<file path="config.mk">
export PLATFORM = sky130hd
export DESIGN_NAME = level_tracker
export DESIGN_NICKNAME = d
export VERILOG_FILES = /design/src/rtl/level_tracker_pkg.sv /design/src/rtl/level_tracker_seven_seg.sv /design/src/rtl/level_tracker.sv
export SDC_FILE = /design/constraint.sdc
export NUM_CORES = 1
export LEC_CHECK = 0
export CAP_MARGIN = 20
export CORE_MARGIN = 1.5
export CORE_UTILIZATION = 45
export CTS_CLUSTER_DIAMETER = 40
export DETAILED_ROUTE_END_ITERATION = 8
export DONT_BUFFER_PORTS = 1
export PLACE_DENSITY_LB_ADDON = 0.12
export REMOVE_ABC_BUFFERS = 1
export SYNTH_ARGS = -nofsm -noshare
export SYNTH_HDL_FRONTEND = slang
export SYNTH_SLANG_ARGS = --single-unit
</file>
<file path="constraint.sdc">
create_clock -name i_Clk -period 6.1 [get_ports i_Clk]
set_input_delay 0 -clock i_Clk [delete_from_list [all_inputs] [get_ports i_Clk]]
set_output_delay 0 -clock i_Clk [all_outputs]
set_load 0.03 [all_outputs]
</file>
<file path="src/rtl/level_tracker_pkg.sv">
// Shared constants for the level tracker: FSM states, board rows and
// active-low 7-segment glyphs (bit6=A .. bit0=G).
package level_tracker_pkg;

  typedef enum logic [1:0] {
    PLAYING   = 2'd0,
    LEVEL_UP  = 2'd1,
    GAME_OVER = 2'd2,
    WIN       = 2'd3
  } state_t;

  localparam int GOAL_ROW_DEFAULT  = 1;
  localparam int START_ROW_DEFAULT = 15;

  localparam logic [6:0] SEG_0     = 7'b0000001;
  localparam logic [6:0] SEG_1     = 7'b1001111;
  localparam logic [6:0] SEG_2     = 7'b0010010;
  localparam logic [6:0] SEG_3     = 7'b0000110;
  localparam logic [6:0] SEG_4     = 7'b1001100;
  localparam logic [6:0] SEG_5     = 7'b0100100;
  localparam logic [6:0] SEG_6     = 7'b0100000;
  localparam logic [6:0] SEG_7     = 7'b0001111;
  localparam logic [6:0] SEG_8     = 7'b0000000;
  localparam logic [6:0] SEG_9     = 7'b0000100;
  localparam logic [6:0] SEG_BLANK = 7'h7F;

endpackage

</file>
<file path="src/rtl/level_tracker_seven_seg.sv">
// seven_seg_encoder: 4-bit value to active-low segments; values above 9
// render blank, which callers use as an explicit "display off" code.
module seven_seg_encoder
  import level_tracker_pkg::*;
(
  input  logic [3:0] i_value,
  output logic [6:0] o_segments
);

  always_comb begin
    o_segments = SEG_BLANK;
    case (i_value)
      4'd0: o_segments = SEG_0;
      4'd1: o_segments = SEG_1;
      4'd2: o_segments = SEG_2;
      4'd3: o_segments = SEG_3;
      4'd4: o_segments = SEG_4;
      4'd5: o_segments = SEG_5;
      4'd6: o_segments = SEG_6;
      4'd7: o_segments = SEG_7;
      4'd8: o_segments = SEG_8;
      4'd9: o_segments = SEG_9;
      default: o_segments = SEG_BLANK;
    endcase
  end

endmodule

</file>
<file path="src/rtl/level_tracker.sv">
// Level counter / game-state FSM for the crossing game.
// Optional best-level display on the left digit: `define LEVEL_TRACKER_HIGH_SCORE_EN.
module level_tracker
  import level_tracker_pkg::*;
#(
  parameter int GOAL_ROW     = GOAL_ROW_DEFAULT,
  parameter int MAX_LEVEL    = 9,
  parameter int FLASH_CYCLES = 12500000
)
(
  input  logic       i_Clk,
  input  logic       i_reset,
  input  logic [3:0] i_player_y,
  input  logic       i_collision,
  output logic [3:0] o_level,
  output logic       o_level_up,
  output logic       o_game_over,
  output logic       o_win,
  output logic [6:0] o_segment1,
  output logic [6:0] o_segment2
);

  localparam int             CW       = (FLASH_CYCLES > 1) ? $clog2(FLASH_CYCLES) : 1;
  localparam logic [CW-1:0]  CNT_LAST = CW'(FLASH_CYCLES - 1);
  localparam logic [CW-1:0]  CNT_HALF = CW'(FLASH_CYCLES / 2);
  localparam logic [3:0]     LVL_MAX  = 4'(MAX_LEVEL);
  localparam logic [3:0]     GOAL_Y   = 4'(GOAL_ROW);

  state_t        r_state;
  logic [CW-1:0] r_cnt;
  logic [3:0]    r_level;
  logic          r_level_up;
  logic          r_at_goal;

  state_t        w_state_nxt;
  logic [CW-1:0] w_cnt_nxt;
  logic [3:0]    w_level_nxt;
  logic          w_level_up_nxt;
  logic          w_goal;
  logic [3:0]    w_digit1;
  logic [3:0]    w_digit2;

  // Rising-edge detect on the goal row so a held goal counts once.
  assign w_goal = (i_player_y == GOAL_Y) && !r_at_goal;

  always_ff @(posedge i_Clk) begin
    if (i_reset) begin
      r_state    <= PLAYING;
      r_cnt      <= '0;
      r_level    <= 4'd0;
      r_level_up <= 1'b0;
      r_at_goal  <= 1'b0;
    end else begin
      r_state    <= w_state_nxt;
      r_cnt      <= w_cnt_nxt;
      r_level    <= w_level_nxt;
      r_level_up <= w_level_up_nxt;
      r_at_goal  <= (i_player_y == GOAL_Y);
    end
  end

  always_comb begin
    w_state_nxt    = r_state;
    w_cnt_nxt      = r_cnt;
    w_level_nxt    = r_level;
    w_level_up_nxt = 1'b0;
    case (r_state)
      PLAYING: begin
        if (i_collision) begin
          w_state_nxt = GAME_OVER;
          w_level_nxt = 4'd0;
          w_cnt_nxt   = '0;
        end else if (w_goal) begin
          if (r_level < LVL_MAX) begin
            w_state_nxt    = LEVEL_UP;
            w_level_nxt    = r_level + 4'd1;
            w_level_up_nxt = 1'b1;
            w_cnt_nxt      = '0;
          end else begin
            w_state_nxt = WIN;
          end
        end
      end
      LEVEL_UP: begin
        if (i_collision) begin
          w_state_nxt = GAME_OVER;
          w_level_nxt = 4'd0;
          w_cnt_nxt   = '0;
        end else if (r_cnt == CNT_LAST) begin
          w_state_nxt = PLAYING;
          w_cnt_nxt   = '0;
        end else begin
          w_cnt_nxt = r_cnt + CW'(1);
        end
      end
      GAME_OVER: begin
        if (r_cnt == CNT_LAST) begin
          w_state_nxt = PLAYING;
          w_cnt_nxt   = '0;
        end else begin
          w_cnt_nxt = r_cnt + CW'(1);
        end
      end
      WIN: begin
        w_level_nxt = LVL_MAX;
      end
      default: begin
        w_state_nxt = PLAYING;
      end
    endcase
  end

  // Code 4'hF is out of digit range and drives the encoder blank.
  always_comb begin
    w_digit2 = r_level;
    if (r_state == LEVEL_UP && r_cnt < CNT_HALF) begin
      w_digit2 = 4'hF;
    end else if (r_state == GAME_OVER) begin
      w_digit2 = 4'd0;
    end
  end

`ifdef LEVEL_TRACKER_HIGH_SCORE_EN
  logic [3:0] r_best;

  always_ff @(posedge i_Clk) begin
    if (i_reset) begin
      r_best <= 4'd0;
    end else if (w_level_up_nxt && (w_level_nxt > r_best)) begin
      r_best <= w_level_nxt;
    end
  end

  assign w_digit1 = r_best;
`else
  assign w_digit1 = 4'hF;
`endif

  seven_seg_encoder u_seg_left (
    .i_value    (w_digit1),
    .o_segments (o_segment1)
  );

  seven_seg_encoder u_seg_right (
    .i_value    (w_digit2),
    .o_segments (o_segment2)
  );

  assign o_level     = r_level;
  assign o_level_up  = r_level_up;
  assign o_game_over = (r_state == GAME_OVER);
  assign o_win       = (r_state == WIN);

endmodule

</file>
Word-level counts from Yosys, hierarchy flattened. Memories as Yosys holds them, arrays and structs flattened. Cells that the tools add are included.

Output and inout bits: 21. Logic and storage cells: 51. Latch bits: 0. Memories: 2. Bits in read-only memories: 224. Input port bits: 7. Bits in registers: 32. RAM bits: 0.

Shift operators: 0. Bitwise gates (word level): 2. Add/sub/neg operators: 2. $lt $le $gt $ge: 2. $mul: 0. Muxes and demuxes: 20. Divide/modulo/power cells: 0. Reduce and logical (&&, ||, !) cells: 10. Eq/ne operators: 8.

Memories: (name not given) (words 16, width 7, rd ports 1, clocked after Yosys merged registers in 0, wr ports 0, line level_tracker_seven_seg.sv:12) `case (i_value)`; (name not given) (words 16, width 7, rd ports 1, clocked after Yosys merged registers in 0, wr ports 0, line level_tracker_seven_seg.sv:12).

Operators with widths (number): two-way mux 24 bit (5); case mux 24 bit (3 select lines) (1); adder 24 x 1 -> 24 bit (second input constant) (1); equality test 24 bit (second input constant) (1); less-than comparator 24 x 23 -> 1 bit (second input constant) (1); two-way mux 4 bit (6); case mux 4 bit (3 select lines) (1); two-way mux 2 bit (5); inequality test 3 bit (second input constant) (2); case mux 2 bit (3 select lines) (1); nonzero test 3 bit (2); adder 4 x 1 -> 4 bit (second input constant) (1); equality test 2 bit (second input constant) (2); equality test 4 x 1 -> 1 bit (second input constant) (1); less-than comparator 4 bit (second input constant) (1); AND reduction 4 bit (1); OR reduction 4 bit (1); AND reduction 3 bit (1); equality test 2 x 1 -> 1 bit (second input constant) (1); logical AND 1 bit (2); zero test 2 bit (1); inequality test 2 bit (second input constant) (1); NOT 1 bit (2); AND reduction 2 bit (1); other kinds (2) (2).

Logic depth before layout (Yosys ltp).
Word-level depth: 5. Depth in mapped cells: 11. Depth with buffers taken out: 10.

Hierarchy. From an unflattened synthesis, not the netlist that was laid out.

Cell total of the unflattened synthesis: 295. Area total of the unflattened synthesis: 2312.2 µm².

Modules (own cells, without submodules): level_tracker (area each 1891.8 µm², times used 1, seq. area each 640.6 µm², cells an instance 229); seven_seg_encoder (area each 210.2 µm², times used 2, seq. area each 0.0 µm², cells an instance 33).

Worst setup path before layout. Ideal clock, no wire load.

Path type: reg-to-output. From: reg r_cnt[17]. To: out o_segment2[2]. Path buffers: 2. Arrival time: 2.789 ns. Cell stages (with the launch flop): 11. Setup slack: 3.311 ns. Cell sequence: dfxtp_1 -> clkbuf_1 -> nand2_1 -> or4b_2 -> a211oi_1 -> clkbuf_1 -> o22ai_1 -> ha_1 -> a21oi_1 -> o21ai_0 -> o22ai_1.

Word-level cells in the longest chain between the ends: 4.

Ends and longest elaborated chain: start, declared (line level_tracker.sv:30) `logic [CW-1:0] r_cnt;`; start signal, assigned (line level_tracker.sv:55) `r_cnt <= w_cnt_nxt;`; less-than comparator 24 x 23 -> 1 bit (line level_tracker.sv:116) `if (r_state == LEVEL_UP && r_cnt < CNT_HALF) begin`; logical AND 1 bit (line level_tracker.sv:116); two-way mux 4 bit (line level_tracker.sv:116); memory (16 x 7 bit); end, declared (line level_tracker.sv:20) `output logic [6:0] o_segment2`.

No other way between the ends.

Worst setup path after layout.
From: reg r_cnt[17]. To: out o_segment2[6].

The elaborated chain is that of the path after synthesis.

==> results by group <==
Routing
  – Vias per cell: 5.83
  – Avg WL per Cell: 15.7 um
  – DRC: 0
  – Total wire length: 5.64 mm
  – Total iterations of the first detailed-routing run: 4
  – Routed Antenna Nets: 0
  – Number of DRC markers in iteration 0: 108
  – Routed via count: 2,094

Logic synthesis
  – Post-Syn Area: 2250 um2
  – EDFF count, synth: 0
  – Area leader, netlist: dfxtp_1
  – Synth cell types: 50
  – Synthesized flop and latch total: 32
  – Asr flop ratio synth: 0
  – Ys Warns: 0
  – Main synth FF type: dfxtp_1
  – Register area share after synthesis: 0.285
  – Synth top area share: 0.285
  – Avg Cell Area, Syn: 7.74 um2
  – Synthesized instance count: 290
  – Synth area leaders: dfxtp_1 29%, ha_1 7.2%, nor2_1 5.8%

Finish
  – Fill cells: 477
  – Layout cells sized above 1: 0.0548
  – Fin util: 0.507
  – ANT cells: 0
  – Total Nets Final: 311
  – Area Overhead vs Synth: 7.24%

Timing
  – Tcrit/Tclk final: 0.519
  – RSZ-0062 raised after global routing: no
  – Total negative slack: 0 ps
  – Final max-slew violation count: 0
  – Final Skew: 7.76 ps
  – Period minus WS final: 3170 ps
  – Slew HR: 0.388
  – Tightest Pin Transition: 908 ps
  – Hold Vio Cnt, Final: 0
  – Final setup vio count: 0
  – Max Clk Rate: 316 MHz

Clocking
  – CTS clock-pin slew for the worst setup and hold paths: 70 ps
  – Clock sink count: 32
  – Worst-Skew Late Latency: 290 ps
  – Total CTS buffers: 5
  – Setup Fix Bufs, Post-CTS: 0
  – H-tree depth: 2
  – Max clock buf depth: 2
  – Clk Tree Root Cell: clkbuf_8
  – CTS tree: built

Setup path
  – CP max stage delay: 610 ps
  – CP max FO: 11
  – Worst Setup End Kind: primary output
  – Data required, critical path: 6100 ps
  – RR Startpoint: r_state[0]$_SDFFE_PP0P_
  – R2r endpoint: r_cnt[16]$_SDFFE_PP0P_
  – R2R setup slack: 3110 ps
  – Critical-path top delay cell: or4b_2
  – Worst-case reg-to-reg path depth: 7
  – Crit path DAT: 3170 ps
  – Worst setup path class: register to primary output
  – Startpoint Class: register
  – Critical-path cell list: nand2_1 > or4b_2 > a211oi_1 > buf_4 > a2bb2oi_1 > ha_1 > a21oi_1 > a21boi_0 > o22ai_1

Floorplanning
  – DIE AREA: 5420 um2
  – Row cnt: 25
  – I/O pin cnt: 28
  – Die W: 73.6 um
  – Die height: 73.6 um
  – Core area: 4750 um2
  – Initial Utilization: 0.472

Worst hold path
  – Min-Delay Endpoint: o_level[2]$_SDFFE_PP0P_
  – Hold Startpoint: i_collision
  – WHS Path Cells: 3
  – Worst hold path class: input pin to register

Power and ir drop
  – Overall power: 0.000925 W
  – Static leakage power: 0.792 nW
  – Max VDD drop: 150 uV
  – PD cells: 384 nW/um2

Placement
  – Port buffer count: 0
  – Routability cong.: 0.880
  – DP Wirelength: 3.90 mm

Global routing
  – Initial antenna violation count: 0
  – Gr usage total: 0.217
  – Grt ovf: 0
  – First-pass GRT wire length: 9.00 mm
  – Largest net degree at the start of global routing: 19
  – Vias in the first global route: 1,805

Outcome
  – Outcome: completed

Run
  – Maxcap violations: 0
[worst max-delay path by stage]
stage	to	depth (start not counted)	from
after floorplan	o_segment2[2]	8	r_cnt[18]$_SDFFE_PP0P_
after global placement	r_cnt[21]$_SDFFE_PP0P_	7	o_level[0]$_SDFFE_PP0P_
after detailed placement	r_cnt[16]$_SDFFE_PP0P_	7	r_state[0]$_SDFFE_PP0P_
after CTS	o_segment2[6]	9	r_cnt[18]$_SDFFE_PP0P_
after global routing	o_segment2[6]	9	r_cnt[18]$_SDFFE_PP0P_
final	o_segment2[6]	9	r_cnt[17]$_SDFFE_PP0P_
[registers in the layout, summed over array words and instances, names as in the netlist]
signal      count
r_at_goal       1
r_state         2
r_cnt          24
o_level         4
o_level_up      1
[cells in the final DEF, fill, tap and decap left out, drive strengths merged, types with 7 or more instances in the layout]
master,instances
nor2,36
ha,13
a21oi,20
nor3,7
nand3,10
clkbuf,8
conb,7
nand2,19
o21ai,17
dfxtp,32
inv,12
xor2,9
nand4,9
[synthesized netlist by cell type, types with 2 or more instances]
master     instances
o21ai_0           17
clkbuf_1          12
nand3_1           10
o31ai_1            5
nand4_1            9
inv_1             12
and2_1             2
and3_1             3
nor2_1            35
a21oi_1           20
xor2_1             9
or4_1              3
nor3_1             7
o211ai_1           4
a31oi_1            4
ha_1              13
a211o_1            3
dfxtp_1           32
nand2b_1           3
a211oi_1           5
or3_1              2
buf_4              7
xnor2_1            6
nand3b_1           3
nand2_1           19
a2bb2oi_1          2
o2111ai_1          5
and4_1             3
nor4_1             3
nor2b_1            6
o22ai_1            6
a21boi_0           2
[metrics by stage]
step,cell area (um2),instances,setup WS (ps),hold WS [ps]
finish,2410,359,2930,12.6
global route,2410,359,2710,27.6
CTS,2410,359,2930,11.5
detailed placement,2270,346,3130,72.5
global placement,2270,346,3190,70.9
floorplan,2150,275,3110,69.1
[critical path, delay by kind of cell, from the launching register on]
family,cells,cell delay [ps]
AO/OA/AOI/OAI,5,1260
AND/OR/NAND/NOR,2,730
flip-flops,1,450
adder cells (fa/ha/maj),1,220
buffers and inverters,1,210
[power breakdown]
part	switching (W)	internal (W)	leakage, nW
Clock	0.0000795	0.0000921	0.0455
Sequential	0.0000298	0.000221	0.258
Combinational	0.000363	0.000139	0.488
[layer usage]
| metal | up-vias | track usage | part of all wire |
|---|---|---|---|
| li1 | 1049 | - | - |
| met1 | 974 | 0.290 | 0.47 |
| met5 | - | 0 | 0 |
| met4 | 0 | 0.0617 | 0.0090 |
| met3 | 7 | 0.0439 | 0.057 |
| met2 | 64 | 0.354 | 0.47 |
[final cells by class]
class / count / area, um2 / area share
multi-input combinational: 231 / 1470 / 0.610
clock buffer: 8 / 90.1 / 0.0374
inverter: 12 / 45.0 / 0.0187
tap: 67 / 83.8 / 0.0348
timing repair buffer: 9 / 80.1 / 0.0332
sequential: 32 / 641 / 0.266
[logic make-up after synthesis]
kind of cell / count (synthesis) / share of synthesized area
flops: 32 / 0.285
mux: 1 / 0.00446
other cells: 1 / 0.00167
buf+inv: 33 / 0.0707
simple gates: 115 / 0.266
xor+xnor: 15 / 0.0585
fa+ha+maj: 13 / 0.0724
compound gates: 80 / 0.241
[what timing repair did]
item	4_1_cts	5_1_grt
endpoints found under the hold margin	14	0
hold buffers	5	0
gates resized for setup	0	0
Power figures use the tool's default switching activity.
